<file path="src/rtl/fpu_32_div_pipe.sv">
// rtl/fpu_32_div_pipe.sv - pipelined binary32 divider built from reciprocal and multiplier
module fpu_32_reciprocal (
    input  logic [31:0] b,
    output logic [31:0] recip
);
    logic [23:0] m;
    logic [47:0] q;
    logic [7:0]  e;
    logic [22:0] frac;
    logic        unused_q;

    // 1/b for normal b; an exact power of two keeps mantissa 1.0, otherwise 2^47/m lands in (2^23, 2^24)
    always_comb begin
        m    = {1'b1, b[22:0]};
        q    = 48'h8000_0000_0000 / {24'd0, m};
        e    = 8'd0;
        frac = 23'd0;
        if (b[30:23] != 8'h00 && b[30:23] != 8'hFF) begin
            if (b[22:0] == 23'd0) begin
                e = 8'd254 - b[30:23];
            end else begin
                e    = 8'd253 - b[30:23];
                frac = q[22:0];
            end
        end
        recip = (e == 8'd0) ? {b[31], 31'd0} : {b[31], e, frac};
    end

    assign unused_q = ^q[47:23];
endmodule

module fpu_32_multiplier (
    input  logic [31:0] a,
    input  logic [31:0] b,
    output logic [31:0] product,
    output logic        overflow,
    output logic        underflow
);
    logic [47:0]       p;
    logic signed [9:0] e;
    logic [22:0]       frac;
    logic              s;
    logic              unused_p;

    // Truncating normal x normal product; zero exponent operands are treated as zero
    always_comb begin
        s         = a[31] ^ b[31];
        p         = {24'd0, 1'b1, a[22:0]} * {24'd0, 1'b1, b[22:0]};
        e         = $signed({2'b00, a[30:23]}) + $signed({2'b00, b[30:23]}) - 10'sd127;
        frac      = p[45:23];
        if (p[47]) begin
            e    = e + 10'sd1;
            frac = p[46:24];
        end
        product   = {s, 31'd0};
        overflow  = 1'b0;
        underflow = 1'b0;
        if (a[30:23] != 8'h00 && b[30:23] != 8'h00) begin
            if (e >= 10'sd255) begin
                overflow = 1'b1;
                product  = {s, 8'hFF, 23'd0};
            end else if (e <= 10'sd0) begin
                underflow = 1'b1;
            end else begin
                product = {s, e[7:0], frac};
            end
        end
    end

    assign unused_p = ^p[22:0];
endmodule

module fpu_32_div_pipe #(
    parameter int WIDTH = 32
) (
    input  logic             clk,
    input  logic             rst,
    input  logic             in_valid,
    output logic             in_ready,
    input  logic [WIDTH-1:0] a,
    input  logic [WIDTH-1:0] b,
    output logic             out_valid,
    input  logic             out_ready,
    output logic [WIDTH-1:0] result,
    output logic             div_by_zero,
    output logic             invalid,
    output logic             overflow,
    output logic             underflow
);
    localparam logic [2:0]  SP_NONE    = 3'd0;
    localparam logic [2:0]  SP_NAN     = 3'd1;
    localparam logic [2:0]  SP_INF_DBZ = 3'd2;
    localparam logic [2:0]  SP_INF     = 3'd3;
    localparam logic [2:0]  SP_ZERO    = 3'd4;
    localparam logic [31:0] QNAN       = 32'h7FC0_0000;

    logic        stall;
    logic        a_zero, a_inf, a_nan, b_zero, b_inf, b_nan;
    logic [2:0]  code_in;
    logic        v1, v2;
    logic [31:0] a1, b1, a2, r2;
    logic [2:0]  c1, c2;
    logic        s1, s2;
    logic [31:0] recip_s1, prod;
    logic        mul_ovf, mul_unf;
    logic [31:0] res_n;
    logic        inv_n, dbz_n, ovf_n, unf_n;

    assign stall    = out_valid && !out_ready;
    assign in_ready = !stall;

    assign a_zero = (a[30:23] == 8'h00);
    assign a_inf  = (a[30:23] == 8'hFF) && (a[22:0] == 23'd0);
    assign a_nan  = (a[30:23] == 8'hFF) && (a[22:0] != 23'd0);
    assign b_zero = (b[30:23] == 8'h00);
    assign b_inf  = (b[30:23] == 8'hFF) && (b[22:0] == 23'd0);
    assign b_nan  = (b[30:23] == 8'hFF) && (b[22:0] != 23'd0);

    // Special-case code for the incoming pair, highest priority first
    always_comb begin
        code_in = SP_NONE;
        if (a_nan || b_nan || (a_zero && b_zero) || (a_inf && b_inf))
            code_in = SP_NAN;
        else if (b_zero)
            code_in = a_inf ? SP_INF : SP_INF_DBZ;
        else if (a_inf)
            code_in = SP_INF;
        else if (a_zero || b_inf)
            code_in = SP_ZERO;
    end

    fpu_32_reciprocal u_recip (
        .b     (b1),
        .recip (recip_s1)
    );

    fpu_32_multiplier u_mul (
        .a         (a2),
        .b         (r2),
        .product   (prod),
        .overflow  (mul_ovf),
        .underflow (mul_unf)
    );

    // Final stage value: override on special codes, bubbles zero everything
    always_comb begin
        res_n = 32'd0;
        inv_n = 1'b0;
        dbz_n = 1'b0;
        ovf_n = 1'b0;
        unf_n = 1'b0;
        if (v2) begin
            case (c2)
                SP_NAN:     begin res_n = QNAN;                 inv_n = 1'b1; end
                SP_INF_DBZ: begin res_n = {s2, 8'hFF, 23'd0};   dbz_n = 1'b1; end
                SP_INF:     res_n = {s2, 8'hFF, 23'd0};
                SP_ZERO:    res_n = {s2, 31'd0};
                default:    begin res_n = prod; ovf_n = mul_ovf; unf_n = mul_unf; end
            endcase
        end
    end

    // Three-stage pipeline advancing together unless the output is stalled
    always_ff @(posedge clk or posedge rst) begin
        if (rst) begin
            v1          <= 1'b0;
            a1          <= 32'd0;
            b1          <= 32'd0;
            c1          <= SP_NONE;
            s1          <= 1'b0;
            v2          <= 1'b0;
            a2          <= 32'd0;
            r2          <= 32'd0;
            c2          <= SP_NONE;
            s2          <= 1'b0;
            out_valid   <= 1'b0;
            result      <= '0;
            invalid     <= 1'b0;
            div_by_zero <= 1'b0;
            overflow    <= 1'b0;
            underflow   <= 1'b0;
        end else if (!stall) begin
            v1          <= in_valid;
            a1          <= a;
            b1          <= b;
            c1          <= code_in;
            s1          <= a[31] ^ b[31];
            v2          <= v1;
            a2          <= a1;
            r2          <= recip_s1;
            c2          <= c1;
            s2          <= s1;
            out_valid   <= v2;
            result      <= res_n;
            invalid     <= inv_n;
            div_by_zero <= dbz_n;
            overflow    <= ovf_n;
            underflow   <= unf_n;
        end
    end
endmodule

</file>
<file path="config.mk">
export PLATFORM = sky130hd
export DESIGN_NAME = fpu_32_div_pipe
export DESIGN_NICKNAME = d
export VERILOG_FILES = /design/src/rtl/fpu_32_div_pipe.sv
export SDC_FILE = /design/constraint.sdc
export NUM_CORES = 2
export LEC_CHECK = 0
export BUFFER_PORTS_ARGS = -buffer_cell sky130_fd_sc_hd__buf_2
export CAP_MARGIN = 25
export CORE_UTILIZATION = 61
export CTS_BUF_LIST = sky130_fd_sc_hd__clkbuf_16
export CTS_CLUSTER_DIAMETER = 150
export CTS_CLUSTER_SIZE = 40
export DETAILED_ROUTE_END_ITERATION = 6
export HOLD_SLACK_MARGIN = 0.02
export MAX_ROUTING_LAYER = met4
export PLACE_DENSITY = 0.81
export REMOVE_ABC_BUFFERS = 1
export SETUP_SLACK_MARGIN = 0.15
export SLEW_MARGIN = 0
export SYNTH_ARGS = -nofsm -noshare
export SYNTH_HDL_FRONTEND = slang
export SYNTH_HIERARCHICAL = 1
export SYNTH_SLANG_ARGS = --single-unit
</file>
<file path="constraint.sdc">
create_clock -name clk -period 102.7 [get_ports clk]
set_input_delay 20.54 -clock clk [delete_from_list [all_inputs] [get_ports clk]]
set_output_delay 20.54 -clock clk [all_outputs]
set_load 0.01 [all_outputs]
</file>
==> flow_summary.yaml <==
outcome:
  outcome: "finished with violations"
  violations: "design-rule violations"
setup_path:
  critPathMostFrequentCell: "sky130_fd_sc_hd__a21o_1"
  crit_path_end_kind: "flop"
  cp_data_arrival_time_ns: 96.96
  worstPathRequired_ns: 103.14
  setup.worst_path.start_class: "flop"
  max_stage_delay_ns: 0.59
  worst-path-max-fanout: 41
  worst-setup-path-type: "reg2reg"
  crit_path_top_delay_cell: "sky130_fd_sc_hd__or4b_4"
timing:
  clock_skew_ns: 0.0357
  slew-limit-headroom_pct: 20.1
  max_clock_freq_mhz: 10.4
  tightestPinTransition_ns: 1.19
  finalWorstPathRequiredPeriod_ns: 96.52
  fin_worst_hold_slack_ns: 0.468
  finalSetupViolations: 0
  drv_slew: 0
  finalHoldViolCount: 0
  post-route-period-util_pct: 94.0
die:
  chipWidth_um: 344
  rows: 125
  fp.dieH_um: 344
  top_level_port_count: 106
  design.die.area_um2: 118000
  core_footprint_um2: 116000
  initial_utilization_pct: 61.4
route:
  drcViolationCount: 1
  route.final.wire_length_um: 255000
  routedWlPerCell_um: 22.4
  detail_route.iter0.violations: 7814
  detailroute.via_count: 74300
  viasPerCell: 6.54
  detailedRoute.firstPassIterationCount: 7
  number_of_antenna_violating_nets_in_the_routed_design: 0
cells_and_area:
  final_cell_mix: "sky130_fd_sc_hd__nand2_1 (1204), sky130_fd_sc_hd__inv_1 (899), sky130_fd_sc_hd__nor2_1 (809), sky130_fd_sc_hd__a21oi_1 (740), sky130_fd_sc_hd__ha_1 (711)"
  mostFrequentLayoutCell: "sky130_fd_sc_hd__nand2_1"
  final_nets: 11100
  final.fill_count: 10200
  area_growth_pct: 6.68
  final_layout_size_suffix_gt1_share_pct: 9.86
synthesis:
  syn-instance-count: 9687
  ys_flop_type: "sky130_fd_sc_hd__dfrtp_1"
  netlist_area_um2: 71300
  synth-edff-count: 0
  syn-mean-instance-area_um2: 7.36
  synth.yosys.seq_area_share_pct: 6.15
  yosys_warnings: 6
  synth_async_sr_flop_share_pct: 100
  synth.ff_latch_count: 175
  post_synth_num_cell_types: 178
clocking:
  cts.htree.levels: 4
  clock-sinks: 175
  clockBufferDepth: 2
  numCtsBuffers: 17
  cts-hold-fix-buffers: 0
  clk_root_buffer_cell: "sky130_fd_sc_hd__clkbuf_16"
  tritoncts: "yes"
  clkSlewWorstSetupHoldPaths_ns: 0.11
  worstSkewPairLatency_ns: 0.54
global_routing:
  grt_pass1_vias: 70600
  largest_net_degree_at_the_start_of_global_routing: 106
  antenna_found_initial: 4
  grt_first_pass_wirelength_um: 388000
  grt_overflow_total: 0
  grt_use_total_pct: 42.8
placed_design:
  gp_congestion: 1.04
  portBuffers: 105
  dpl.hpwl_um: 196000
hold_path:
  hold_path.class: "reg2reg"
run:
  cap_violations: 0
-- layer usage --
layer	vias up	share of wire, %	track usage, %
met5	-	0	-
met4	0	5.8	22.4
met3	816	9.7	7.38
met2	3879	44	66.4
met1	35300	40	53.1
li1	34300	-	-
-- cells in the mapped netlist, drive strengths merged, types with 73 or more instances --
| cell type | instances | area [µm²] |
|---|---|---|
| a31oi | 80 | 543 |
| nor2 | 827 | 3170 |
| buf | 156 | 1060 |
| and3 | 95 | 602 |
| mux2i | 83 | 866 |
| inv | 902 | 3390 |
| fa | 482 | 9650 |
| dfrtp | 175 | 4380 |
| a21o | 363 | 2740 |
| nor4 | 81 | 626 |
| nand2 | 1212 | 4560 |
| ha | 718 | 8980 |
| clkbuf | 229 | 893 |
| a21oi | 768 | 3870 |
| xor2 | 177 | 1570 |
| nand4 | 178 | 1160 |
| nand3 | 254 | 1310 |
| nor3 | 160 | 886 |
| mux2 | 91 | 1040 |
| o31ai | 104 | 820 |
| o21a | 78 | 586 |
| xnor2 | 416 | 3720 |
| a211oi | 73 | 591 |
| and2 | 306 | 1910 |
| o21ai | 489 | 2470 |
| nand2b | 203 | 1280 |
-- cell type report --
type                    count  area (µm²)  area share, %
clock inverters            15         161          0.212
repair buffers            492        3530           4.65
clock buffers              17         425          0.560
inverters                 906        3410           4.49
well taps                1524        1910           2.51
diodes                      4        10.0         0.0132
flip-flops and latches    175        4380           5.76
multi-input cells        8235       62200           81.8
-- flip-flops by register name (all words and copies together), names as in the netlist --
name         flops
a1              32
a2              32
b1              32
r2              32
result          32
c1               3
c2               3
div_by_zero      1
invalid          1
out_valid        1
overflow         1
s1               1
s2               1
underflow        1
v1               1
v2               1
-- critical path: cells and delay by family, from the launching register on --
family                   cells  cell delay (ns)
AND/OR/NAND/NOR            119            18.34
XOR/XNOR                     2             0.32
buffers and inverters       18             3.18
multiplexers                14             3.68
adder cells (fa/ha/maj)     24             7.64
AO/OA/AOI/OAI              387            62.61
flip-flops                   1             0.43
-- metrics by stage --
step / worst slack (ns) / std cells / setup TNS, ns / util, % / cell area [µm²]
2_1_floorplan: -12.29 / 9311 / -27.88 / - / 69300
3_3_place_gp: 1.03 / 11200 / 0 / 63.9 / 74200
3_5_place_dp: -2.13 / 11200 / -2.32 / 63.9 / 74200
4_1_cts: 0.170 / 11300 / 0 / 64.6 / 74900
5_1_grt: -0.476 / 11400 / -0.476 / 65.5 / 76000
6_report: 6.18 / 11400 / 0 / 65.5 / 76000
-- timing repair --
action / in CTS / in global routing
resized for setup: 18 / 203
endpoints found under the setup margin: 2 / 3
pin swaps: 7 / 103
setup buffers: 6 / 71
gates cloned: 3 / 3
-- cells by family (layout without fill, tap and decap cells) --
group / count (synthesis) / after routing / synth area share (%)
compound gates: 2547 / 2547 / 24.0
xor+xnor: 597 / 597 / 7.54
fa+ha+maj: 1200 / 1200 / 26.2
buf+inv: 1291 / 1430 / 7.52
flops: 175 / 175 / 6.15
mux: 174 / 174 / 2.68
other cells: 1 / 14 / 0.00526
simple gates: 3702 / 3707 / 26.0
-- worst paths after layout --
| kind | from | endpoint | slack, ns | cells after the start |
|---|---|---|---|---|
| max reg2reg | b1[17]$_DFFE_PP0N_ | r2[0]$_DFFE_PP0N_ | 6.18 | 564 |
| min | a1[28]$_DFFE_PP0N_ | a1[28]$_DFFE_PP0N_ | 0.47 | 2 |
| min reg2reg | a1[28]$_DFFE_PP0N_ | a1[28]$_DFFE_PP0N_ | 0.47 | 2 |
| max in group asynchronous | rst | a1[1]$_DFFE_PP0N_ | 81.06 | 3 |
| min in group asynchronous | rst | r2[0]$_DFFE_PP0N_ | 20.19 | 2 |
| max | b1[17]$_DFFE_PP0N_ | r2[0]$_DFFE_PP0N_ | 6.18 | 564 |
Power is left out: the tool's default activity adds up to more than one toggle a clock period on the data nets, which glitch-free logic cannot reach.
